**src/rtl/rtc_apb_master.sv**
```systemverilog
// APB3 master for the RTC register slave: buffered valid/ready commands, SETUP/ACCESS serialisation, one-cycle responses.
// Optional ACCESS timeout abort is built when RTC_APB_MASTER_TIMEOUT_EN is defined.
module rtc_apb_master #(
  parameter int unsigned FIFO_DEPTH = 4,
  parameter int unsigned TIMEOUT    = 16
) (
  input  logic        pclk,
  input  logic        preset,
  input  logic        cmd_valid,
  output logic        cmd_ready,
  input  logic        cmd_write,
  input  logic [7:0]  cmd_addr,
  input  logic [31:0] cmd_wdata,
  output logic        psel,
  output logic        penable,
  output logic        pwrite,
  output logic [7:0]  paddr,
  output logic [31:0] pwdata,
  input  logic        pready,
  input  logic [31:0] prdata,
  output logic        rsp_valid,
  output logic        rsp_write,
  output logic [31:0] rsp_rdata,
  output logic        rsp_err,
  output logic        busy,
  output logic [1:0]  state_dbg
);

  // Handshake: a command moves when cmd_valid && cmd_ready on a rising pclk;
  // cmd_ready only depends on FIFO occupancy. Responses have no backpressure.

  localparam int unsigned PW = $clog2(FIFO_DEPTH);
  localparam int unsigned CW = PW + 1;
  localparam int unsigned EW = 1 + 8 + 32;

  typedef enum logic [1:0] {
    IDLE   = 2'd0,
    SETUP  = 2'd1,
    ACCESS = 2'd2
  } state_t;

  if ((FIFO_DEPTH < 2) || ((FIFO_DEPTH & (FIFO_DEPTH - 1)) != 0) || (TIMEOUT < 2)) begin : g_bad_params
    $error("rtc_apb_master: FIFO_DEPTH must be a power of two >= 2 and TIMEOUT >= 2");
  end

  state_t        state;
  logic [EW-1:0] mem [FIFO_DEPTH];
  logic [PW-1:0] wr_ptr;
  logic [PW-1:0] rd_ptr;
  logic [CW-1:0] count;
  logic          avail_q;
  logic          push;
  logic          pop;
  logic          done;
  logic          timeout_hit;
  logic [EW-1:0] head;

  assign cmd_ready = (count != CW'(FIFO_DEPTH));
  assign push      = cmd_valid && cmd_ready;
  assign head      = mem[rd_ptr];
  assign done      = (state == ACCESS) && (pready || timeout_hit);
  assign pop       = ((state == IDLE) && avail_q) || (done && (count != '0));
  assign busy      = (state != IDLE) || (count != '0);
  assign state_dbg = state;

`ifdef RTC_APB_MASTER_TIMEOUT_EN
  localparam int unsigned TW = $clog2(TIMEOUT);
  logic [TW-1:0] tmo_cnt;
  logic          rsp_err_q;
  assign timeout_hit = (state == ACCESS) && !pready && (tmo_cnt == TW'(TIMEOUT - 1));
  assign rsp_err     = rsp_err_q;
`else
  assign timeout_hit = 1'b0;
  assign rsp_err     = 1'b0;
`endif

  always_ff @(posedge pclk) begin
    if (push) mem[wr_ptr] <= {cmd_write, cmd_addr, cmd_wdata};
  end

  // The idle FSM looks at a registered occupancy flag, giving one cycle between
  // a push landing and the FIFO head being issued. Only the FSM pops, so the
  // flag can never claim data that has already left while the FSM is idle.
  always_ff @(posedge pclk) begin
    if (preset) begin
      wr_ptr  <= '0;
      rd_ptr  <= '0;
      count   <= '0;
      avail_q <= 1'b0;
    end else begin
      avail_q <= (count != '0);
      if (push) wr_ptr <= wr_ptr + PW'(1);
      if (pop)  rd_ptr <= rd_ptr + PW'(1);
      case ({push, pop})
        2'b10:   count <= count + CW'(1);
        2'b01:   count <= count - CW'(1);
        default: count <= count;
      endcase
    end
  end

  always_ff @(posedge pclk) begin
    if (preset) begin
      state     <= IDLE;
      psel      <= 1'b0;
      penable   <= 1'b0;
      pwrite    <= 1'b0;
      paddr     <= '0;
      pwdata    <= '0;
      rsp_valid <= 1'b0;
      rsp_write <= 1'b0;
      rsp_rdata <= '0;
`ifdef RTC_APB_MASTER_TIMEOUT_EN
      tmo_cnt   <= '0;
      rsp_err_q <= 1'b0;
`endif
    end else begin
      rsp_valid <= 1'b0;
      case (state)
        IDLE: begin
          if (avail_q) begin
            {pwrite, paddr, pwdata} <= head;
            psel    <= 1'b1;
            penable <= 1'b0;
            state   <= SETUP;
          end
        end
        SETUP: begin
          penable <= 1'b1;
          state   <= ACCESS;
`ifdef RTC_APB_MASTER_TIMEOUT_EN
          tmo_cnt <= '0;
`endif
        end
        ACCESS: begin
          if (done) begin
            rsp_valid <= 1'b1;
            rsp_write <= pwrite;
            rsp_rdata <= (pwrite || timeout_hit) ? 32'h0 : prdata;
`ifdef RTC_APB_MASTER_TIMEOUT_EN
            rsp_err_q <= timeout_hit;
`endif
            // Chain straight into the next SETUP so psel never drops between queued commands.
            if (count != '0) begin
              {pwrite, paddr, pwdata} <= head;
              penable <= 1'b0;
              state   <= SETUP;
            end else begin
              psel    <= 1'b0;
              penable <= 1'b0;
              state   <= IDLE;
            end
          end
`ifdef RTC_APB_MASTER_TIMEOUT_EN
          else begin
            tmo_cnt <= tmo_cnt + TW'(1);
          end
`endif
        end
        default: begin
          psel    <= 1'b0;
          penable <= 1'b0;
          state   <= IDLE;
        end
      endcase
    end
  end

endmodule

```
**config.mk**
```make
export PLATFORM = sky130hd
export DESIGN_NAME = rtc_apb_master
export DESIGN_NICKNAME = d
export VERILOG_FILES = /design/src/rtl/rtc_apb_master.sv
export SDC_FILE = /design/constraint.sdc
export NUM_CORES = 1
export LEC_CHECK = 0
export BUFFER_PORTS_ARGS = -buffer_cell sky130_fd_sc_hd__buf_2
export CORE_MARGIN = 10
export CORE_UTILIZATION = 40
export CTS_CLUSTER_DIAMETER = 30
export DETAILED_ROUTE_END_ITERATION = 7
export HOLD_SLACK_MARGIN = 0.15
export PLACE_DENSITY = 0.67
export SLEW_MARGIN = 15
export SYNTH_ARGS = -nofsm -noshare
export SYNTH_HDL_FRONTEND = slang
export SYNTH_SLANG_ARGS = --single-unit
```
**constraint.sdc**
```tcl
create_clock -name pclk -period 3.6 [get_ports pclk]
set_clock_uncertainty 0.2 [all_clocks]
set_input_delay 0.9 -clock pclk [delete_from_list [all_inputs] [get_ports pclk]]
set_output_delay 0.9 -clock pclk [all_outputs]
set_load 0.01 [all_outputs]
```
==> flow_summary.json, run 1 <==
{
  "power_frac_seq": 0.386,
  "synthAdderAreaFrac": 0.00887,
  "ys_ff_latch": 252,
  "synthMuxAreaShare": 0.145,
  "cellPowerDensity_nw_per_um2": 814,
  "clkTransAtPathRegs_ns": 0.04,
  "crit_path_cell_trace": "or3b_1 > buf_2",
  "cts_resized": 0,
  "final_area_um2": 12100,
  "grt_overflow": 0,
  "hpwl_um": 12300,
  "fmax_mhz": 375,
  "die_w_um": 173,
  "cts_hold_buf": 0,
  "cp_slowest_cell": "or3b_1",
  "synth_area_um2": 9320,
  "fin_setup_tns_ns": 0,
  "start_util": 0.409,
  "nets": 830,
  "grt_usage": 0.132,
  "ir_drop_v": 0.000422,
  "htreeDepth": 2,
  "viasPerCell": 4.80,
  "highest_layer": "met5",
  "drc": 0,
  "grt_max_degree": 67,
  "cts_tree": "yes",
  "final-seq-area_um2": 6690,
  "finalCritPeriodShare": 0.741,
  "core-area_um2": 22800,
  "post_cts_buffers": 0,
  "grt_pass1_vias": 5647,
  "crit_type": "flop to output port",
  "dr_wl_met3_um": 1440,
  "outcome": "finished, final reports clean",
  "rows": 55,
  "cts_buffers": 50,
  "layout-area-overhead-vs-synth_pct": 29.4,
  "final_cells": 1102,
  "drt_first_iter_violations": 260,
  "cts_sinks": 252,
  "wl_met1_um": 8660,
  "clockBufferDepth": 3,
  "post-place-cells": 1008,
  "critPathLaunchType": "flop",
  "hold-worst-slack_ns": 0.281,
  "grt_antenna_before_repair": 2,
  "swShare": 0.252,
  "grt_pass1_wl_um": 31800,
  "combPwrFrac": 0.166,
  "dpl_worst_slack_ns": 0.710,
  "cap_violations": 0,
  "path_max_fanout": 6,
  "final_util": 0.529,
  "p_int_mw": 7.35,
  "wl_per_cell_um": 18.0,
  "ant_nets": 0,
  "power.total_mw": 9.82,
  "seq_area_frac_synth": 0.718,
  "cp_slowest_stage_delay_ns": 0.46,
  "cp-end-kind": "output port",
  "hold_violations": 0,
  "fp.dieH_um": 173,
  "p_leak_nw": 4.79,
  "first_pass_iters": 4,
  "cts_root_buf": "clkbuf_16",
  "hold_path_class": "flop to flop",
  "crit_arrival_ns": 1.57,
  "maxSlewViolCount": 0,
  "drive_gt1_frac": 0.377,
  "num-fill-cells": 1883,
  "place_area_um2": 10400,
  "gp_congestion": 0.777,
  "clkLatencyLatePin_ns": 0.51,
  "p_sw_mw": 2.47,
  "port_buffers": 157,
  "rsz0062_at_grt": "no",
  "syn-num-nets": 647,
  "synth_top_family_by_area": "multiplexers",
  "io_pins": 159,
  "netlist_instances": 564,
  "setup_slack_ns": 0.934,
  "worst_slew_pin_slew_ns": 0.878,
  "period_minus_slack_ns": 2.67,
  "avgSynthCellArea_um2": 16.5,
  "clkPwrFrac": 0.448,
  "multiInputGateArea_um2": 2380,
  "synth_compound_area_frac": 0.0236,
  "synth.distinct_cells": 31,
  "synth_xor_area_frac": 0.00376,
  "max-slew-margin-rel": 0.414,
  "yosysWarnings": 0,
  "setup_viol": 0,
  "required_ns": 2.50,
  "die_area_um2": 29800,
  "wl_met2_um": 9460,
  "via_count": 5290,
  "yosys.area_share.simple": 0.0723,
  "drt_wl_total_um": 19900
}
-- logic make-up (layout without fill, tap and decap cells) --
group	count (synthesis)	in the layout
other cells	1	2
flops	252	252
xor+xnor	4	4
simple gates	131	131
mux	84	84
compound gates	42	42
buf+inv	44	268
fa+ha+maj	6	6
-- worst max-delay path: cells and delay by family (launching register included) --
kind | cells | cell delay (ns)
buf+inv | 1 | 0.19
flops | 1 | 0.40
simple gates | 1 | 0.46
-- sequential cells by signal, indices dropped and copies added, names as in the netlist, named ones only --
name       count
pwrite         1
avail_q        1
count          3
rsp_valid      1
mem          164
wr_ptr         2
pwdata        32
rd_ptr         2
paddr          8
rsp_write      1
psel           1
rsp_rdata     32
state_dbg      2
-- placed cells by master (no fill, tap or decap), types with 6 or more instances in the layout --
cell type | Yosys | routed
edfxtp_1 | 164 | 164
buf_2 | 7 | 156
dfxtp_1 | 88 | 86
nor2_1 | 84 | 84
clkbuf_16 | 0 | 51
mux2i_1 | 43 | 43
mux4_2 | 41 | 41
a21oi_1 | 38 | 38
nor3b_1 | 32 | 32
clkbuf_1 | 18 | 13
buf_4 | 2 | 10
clkinv_2 | 0 | 7
inv_1 | 6 | 6
clkinvlp_4 | 0 | 6
-- metal layers --
layer / vias to the layer above / global-route usage
met5: - / 0
met4: 2 / 0.0391
met3: 31 / 0.0440
met2: 179 / 0.218
met1: 2575 / 0.161
li1: 2503 / -
-- area by class of cell --
class	count	area share
Antenna cell	1	0.000208
Clock buffer	68	0.114
Clock inverter	25	0.0225
Inverter	6	0.00187
Multi-Input combinational cell	268	0.197
Sequential cell	252	0.555
Tap cell	313	0.0325
Timing Repair Buffer	169	0.0760
-- power groups by stage --
| stage | logic [mW] | clock network (mW) | registers (mW) |
|---|---|---|---|
| after floorplan | 1.29 | 0 | 3.73 |
| after global placement | 1.63 | 0 | 3.86 |
| after detailed placement | 1.66 | 0 | 3.86 |
| after CTS | 1.67 | 4.50 | 3.82 |
| after global routing | 1.79 | 4.64 | 3.86 |
| final | 1.63 | 4.40 | 3.79 |
-- final timing paths --
path | start | endpoint | slack, ns | cells past startpoint
max | count[2] | cmd_ready | 0.93 | 2
min | rsp_rdata[17] | rsp_rdata[17] | 0.28 | 2
max reg2reg | count[0] | count[2] | 1.06 | 8
min reg2reg | rsp_rdata[17] | rsp_rdata[17] | 0.28 | 2
-- synthesized netlist by cell type --
library cell | count | share of area
a21oi_1 | 38 | 0.020
a2bb2oi_2 | 1 | 0.0016
and2_4 | 1 | 0.00094
and3_2 | 4 | 0.0032
buf_1 | 2 | 0.00081
buf_2 | 7 | 0.0038
buf_4 | 2 | 0.0016
buf_6 | 6 | 0.0073
buf_8 | 3 | 0.0048
clkbuf_1 | 18 | 0.0073
conb_1 | 1 | 0.00040
dfxtp_1 | 88 | 0.19
edfxtp_1 | 164 | 0.53
fa_1 | 1 | 0.0021
ha_1 | 5 | 0.0067
inv_1 | 6 | 0.0024
mux2i_1 | 43 | 0.046
mux4_2 | 41 | 0.099
nand2_1 | 4 | 0.0016
nand3b_4 | 1 | 0.0021
nor2_1 | 84 | 0.034
nor3_1 | 1 | 0.00054
nor3_4 | 1 | 0.0017
nor3b_1 | 32 | 0.026
o21ai_0 | 2 | 0.0011
o21ai_1 | 1 | 0.00054
or3_1 | 1 | 0.00067
or3_2 | 1 | 0.00081
or3b_1 | 1 | 0.00094
xnor2_1 | 3 | 0.0028
xor2_1 | 1 | 0.00094
Power figures use the tool's default switching activity.
==> inputs of run 2 (changes only) <==
PLACE_DENSITY = 0.69   (was 0.67)
clock period = 2.4 ns   (was 3.6 ns; I/O delays follow)
==> run 2 against run 1 <==
Net effect:
- clock power grew 65%
- highest routed layer is now met4
- critical endpoint unchanged
- via count grew 4.7%
- largest cell class unchanged
- critical path depth is the same
- global-route usage grew 0.34 points
- largest power group unchanged
==> flow_summary.json, run 2 (synthesized netlist as in run 1, its figures left out) <==
{
  "cts_sinks": 252,
  "grt_antenna_before_repair": 0,
  "grt_overflow": 0,
  "core-area_um2": 22800,
  "post-place-cells": 1016,
  "p_sw_mw": 4.03,
  "highest_layer": "met4",
  "p_leak_nw": 5.12,
  "n_antenna_cell": 0,
  "clkLatencyLatePin_ns": 0.53,
  "dpl_worst_slack_ns": -0.0188,
  "drc": 0,
  "wl_per_cell_um": 18.0,
  "dr_wl_met3_um": 1480,
  "ant_nets": 0,
  "via_count": 5540,
  "cts_tree": "yes",
  "regMostFlops": "mem",
  "period_minus_slack_ns": 2.28,
  "gp_congestion": 0.767,
  "crit_type": "flop to output port",
  "max-slew-margin-rel": 0.594,
  "grt_usage": 0.135,
  "grt_max_degree": 67,
  "clkTransAtPathRegs_ns": 0.05,
  "hold_violations": 0,
  "first_pass_iters": 4,
  "wl_met1_um": 8940,
  "setup_slack_ns": 0.121,
  "ir_drop_v": 0.000703,
  "cts_root_buf": "clkbuf_16",
  "cts_buffers": 50,
  "setup_viol": 0,
  "cellPowerDensity_nw_per_um2": 1220,
  "layout-area-overhead-vs-synth_pct": 37.3,
  "grt_pass1_vias": 5871,
  "p_int_mw": 11.6,
  "rows": 55,
  "drive_gt1_frac": 0.393,
  "grt_pass1_wl_um": 32400,
  "critPathLaunchType": "flop",
  "swShare": 0.257,
  "finalCritPeriodShare": 0.949,
  "die_area_um2": 29800,
  "power_frac_seq": 0.351,
  "combPwrFrac": 0.184,
  "hold_path_class": "primary input to flop",
  "wl_met2_um": 9980,
  "layout_commonest_cell": "edfxtp_1",
  "worst_slew_pin_slew_ns": 0.609,
  "final_cells": 1151,
  "final_util": 0.561,
  "rsz0062_at_grt": "no",
  "io_pins": 159,
  "drt_first_iter_violations": 298,
  "htreeDepth": 2,
  "cp-end-kind": "output port",
  "nets": 879,
  "viasPerCell": 4.81,
  "largest_reg_flops": 164,
  "drt_wl_total_um": 20700,
  "maxSlewViolCount": 0,
  "port_buffers": 157,
  "final_cell_mix": "edfxtp_1 (164), buf_2 (155), nor2_1 (84), dfxtp_1 (83), clkbuf_16 (55)",
  "clockBufferDepth": 3,
  "reg.largest.list": "mem x164, pwdata x32, rsp_rdata x32",
  "die_w_um": 173,
  "cap_violations": 0,
  "start_util": 0.409,
  "outcome": "finished, final reports clean",
  "clkPwrFrac": 0.465,
  "hpwl_um": 12700,
  "fmax_mhz": 439,
  "crit_arrival_ns": 1.48,
  "required_ns": 1.60,
  "fp.dieH_um": 173,
  "path_max_fanout": 6
}
[run 2: final timing paths]
| check | start | to | slack (ns) | cells after the start |
|---|---|---|---|---|
| max | count[0] | cmd_ready | 0.12 | 2 |
| min | pready | state_dbg[1] | 0.26 | 4 |
| max reg2reg | state_dbg[0] | count[2] | 0.19 | 8 |
| min reg2reg | rsp_rdata[12] | rsp_rdata[12] | 0.28 | 2 |
[run 2: critical path: stages (launching register included)]
cell	delay [ns]
dfxtp_4	0.36
or3b_4	0.43
buf_4	0.17
[run 2: area by class of cell]
cell class | instances | area, um2
Clock buffer | 60 | 1440
Clock inverter | 34 | 399
Fill cell | 1802 | 9990
Inverter | 6 | 25.0
Multi-Input combinational cell | 268 | 2400
Sequential cell | 252 | 6700
Tap cell | 313 | 392
Timing Repair Buffer | 218 | 1440
[run 2: timing repair]
item / in CTS / in global routing
gates resized for setup: 6 / 0
hold buffers: 41 / 0
setup buffers: 1 / 0
setup endpoints to repair: 1 / 0
hold endpoints to repair: 164 / 0
[run 2: power by group through the flow]
stage,sequential [mW],combinational [mW],clock [mW]
after floorplan,5.60,1.98,0
after global placement,5.54,2.83,0
after CTS,5.49,2.96,7.40
after global routing,5.55,3.17,7.65
after detailed placement,5.56,2.88,0
final,5.49,2.88,7.28
[run 2: routing by layer]
layer / vias to the layer above / track usage
met5: - / 0
met4: 0 / 0.0493
met3: 26 / 0.0431
met2: 193 / 0.218
met1: 2716 / 0.168
li1: 2605 / -
[run 2: through the flow]
stage	power, mW	cell area, um2	TNS [ns]	hold WS, ns
3_5_place_dp	8.44	10500	-0.0188	0.272
3_3_place_gp	8.38	10500	0	0.260
6_report	15.6	12800	0	0.258
5_1_grt	16.4	12800	0	0.286
2_1_floorplan	7.58	9340	-0.0877	0.243
4_1_cts	15.8	12800	0	0.240
==> inputs of run 3 (changes only) <==
SETUP_SLACK_MARGIN = 0.2   (was unset)
==> run 3 against run 2 <==
Net effect:
- sequential share of layout area down 0.43 points
- combinational power is 6% higher
- core utilization up 0.52 points
- die area unchanged
- sequential cell count stayed put
- wire length up 0.84%
- sequential power about the same
- critical path type unchanged
- critical endpoint unchanged
- largest power group unchanged
- highest routed layer unchanged
==> flow_summary.json, run 3 (synthesized netlist as in run 1, its figures left out) <==
{
  "clkTransAtPathRegs_ns": 0.05,
  "max-slew-margin-rel": 0.595,
  "layout_commonest_cell": "edfxtp_1",
  "swShare": 0.258,
  "grt_overflow": 0,
  "worst_slew_pin_slew_ns": 0.607,
  "drt_first_iter_violations": 333,
  "cts_buffers": 50,
  "core-area_um2": 22800,
  "regMostFlops": "mem",
  "cap_violations": 0,
  "finalCritPeriodShare": 0.965,
  "crit_family": "simple AND/OR/NAND/NOR gates",
  "crit_top_cell": "buf_6",
  "dpl_worst_slack_ns": -0.0188,
  "hold_start": "pready",
  "crit_arrival_ns": 1.52,
  "p_leak_nw": 5.18,
  "final_area_um2": 12900,
  "rows": 55,
  "clkPwrFrac": 0.460,
  "hold_violations": 0,
  "nets": 888,
  "ant_nets": 0,
  "hold_path_class": "primary input to flop",
  "place_area_um2": 10500,
  "crit_path_cell_trace": "or3b_4 > buf_6 > buf_6",
  "layout-area-overhead-vs-synth_pct": 38.6,
  "via_count": 5557,
  "start_util": 0.409,
  "required_ns": 1.60,
  "largest_reg_flops": 164,
  "die_w_um": 173,
  "p_sw_mw": 4.08,
  "grt_pass1_wl_um": 32600,
  "drive_gt1_frac": 0.406,
  "drt_wl_total_um": 20900,
  "cts_tree": "yes",
  "critPathLaunchType": "flop",
  "power_frac_seq": 0.347,
  "r2r-start": "count[2]",
  "drc": 0,
  "final_cell_mix": "edfxtp_1 (164), buf_2 (154), nor2_1 (83), dfxtp_1 (82), clkbuf_16 (55)",
  "grt_pass1_vias": 5924,
  "htreeDepth": 2,
  "gp_congestion": 0.767,
  "final_util": 0.567,
  "critPathBufInv": 2,
  "fp.dieH_um": 173,
  "cp-end-kind": "output port",
  "cp_slowest_cell": "or3b_4",
  "grt_antenna_before_repair": 0,
  "hold-worst-slack_ns": 0.259,
  "cp_slowest_stage_delay_ns": 0.40,
  "setup_slack_ns": 0.0834,
  "outcome": "finished, final reports clean",
  "n_antenna_cell": 0,
  "rsz0062_at_grt": "yes",
  "combPwrFrac": 0.193,
  "setup_viol": 0,
  "fmax_mhz": 432,
  "ir_drop_v": 0.000703,
  "grt_max_degree": 67,
  "die_area_um2": 29800,
  "hpwl_um": 12700,
  "first_pass_iters": 4,
  "period_minus_slack_ns": 2.32,
  "cellPowerDensity_nw_per_um2": 1230,
  "clockBufferDepth": 3,
  "p_int_mw": 11.7,
  "grt_usage": 0.136,
  "path_max_fanout": 3,
  "clkLatencyLatePin_ns": 0.53,
  "wl_per_cell_um": 18.0,
  "maxSlewViolCount": 0,
  "io_pins": 159,
  "viasPerCell": 4.79,
  "crit_start": "count[0]",
  "cts_root_buf": "clkbuf_16",
  "reg.largest.list": "mem x164, pwdata x32, rsp_rdata x32",
  "port_buffers": 157,
  "cts_sinks": 252,
  "crit_type": "flop to output port"
}
-- run 3: metal layers --
metal  routed length [um]  GRT usage
met5                    0          0
met4                  308     0.0493
met3                 1410     0.0431
met2                10100      0.220
met1                 9070      0.169
-- run 3: power by group through the flow --
stage               Sequential (mW)  Combinational [mW]  Clock (mW)
detailed placement             5.56                2.88           0
global placement               5.54                2.83           0
finish                         5.49                3.05        7.28
CTS                            5.49                3.02        7.40
global route                   5.55                3.35        7.65
floorplan                      5.60                1.98           0
-- run 3: layout make-up --
cell class / instances / area, um2
timing repair buffer: 227 / 1530
clock inverter: 34 / 399
clock buffer: 60 / 1440
multi-input combinational: 268 / 2420
sequential: 252 / 6700
inverter: 6 / 27.5
fill: 1788 / 9870
tap: 313 / 392
-- run 3: stage by stage --
step                power [mW]  TNS, ns  std cells
floorplan                 7.58  -0.0877        564
global placement          8.38        0       1016
detailed placement        8.44  -0.0188       1016
CTS                       15.9        0       1157
global route              16.5        0       1160
finish                    15.8        0       1160
-- run 3: worst register-to-register path: stages (launching register included) --
cell and delay, ns:
dfxtp_4 0.35, or3b_4 0.24, buf_4 0.10, and2_4 0.15
inv_4 0.04, ha_4 0.15, fa_2 0.35, xnor2_2 0.15
or3_4 0.33, a21oi_2 0.11
-- run 3: worst paths after layout --
check / endpoint / slack, ns / cells past startpoint
worst max-delay path: cmd_ready / 0.08 / 3
worst min-delay path: state_dbg[1] / 0.26 / 4
worst max register to register: count[2] / 0.17 / 9
worst min register to register: rsp_rdata[12] / 0.28 / 2
-- run 3: repair_timing --
| action | 4_1_cts | 5_1_grt |
|---|---|---|
| resized for setup | 14 | 7 |
| endpoints found under the hold margin | 164 | 0 |
| setup buffers | 6 | 3 |
| hold buffers | 41 | 0 |
| pin swaps | 3 | 3 |
| endpoints found under the setup margin | 3 | 25 |
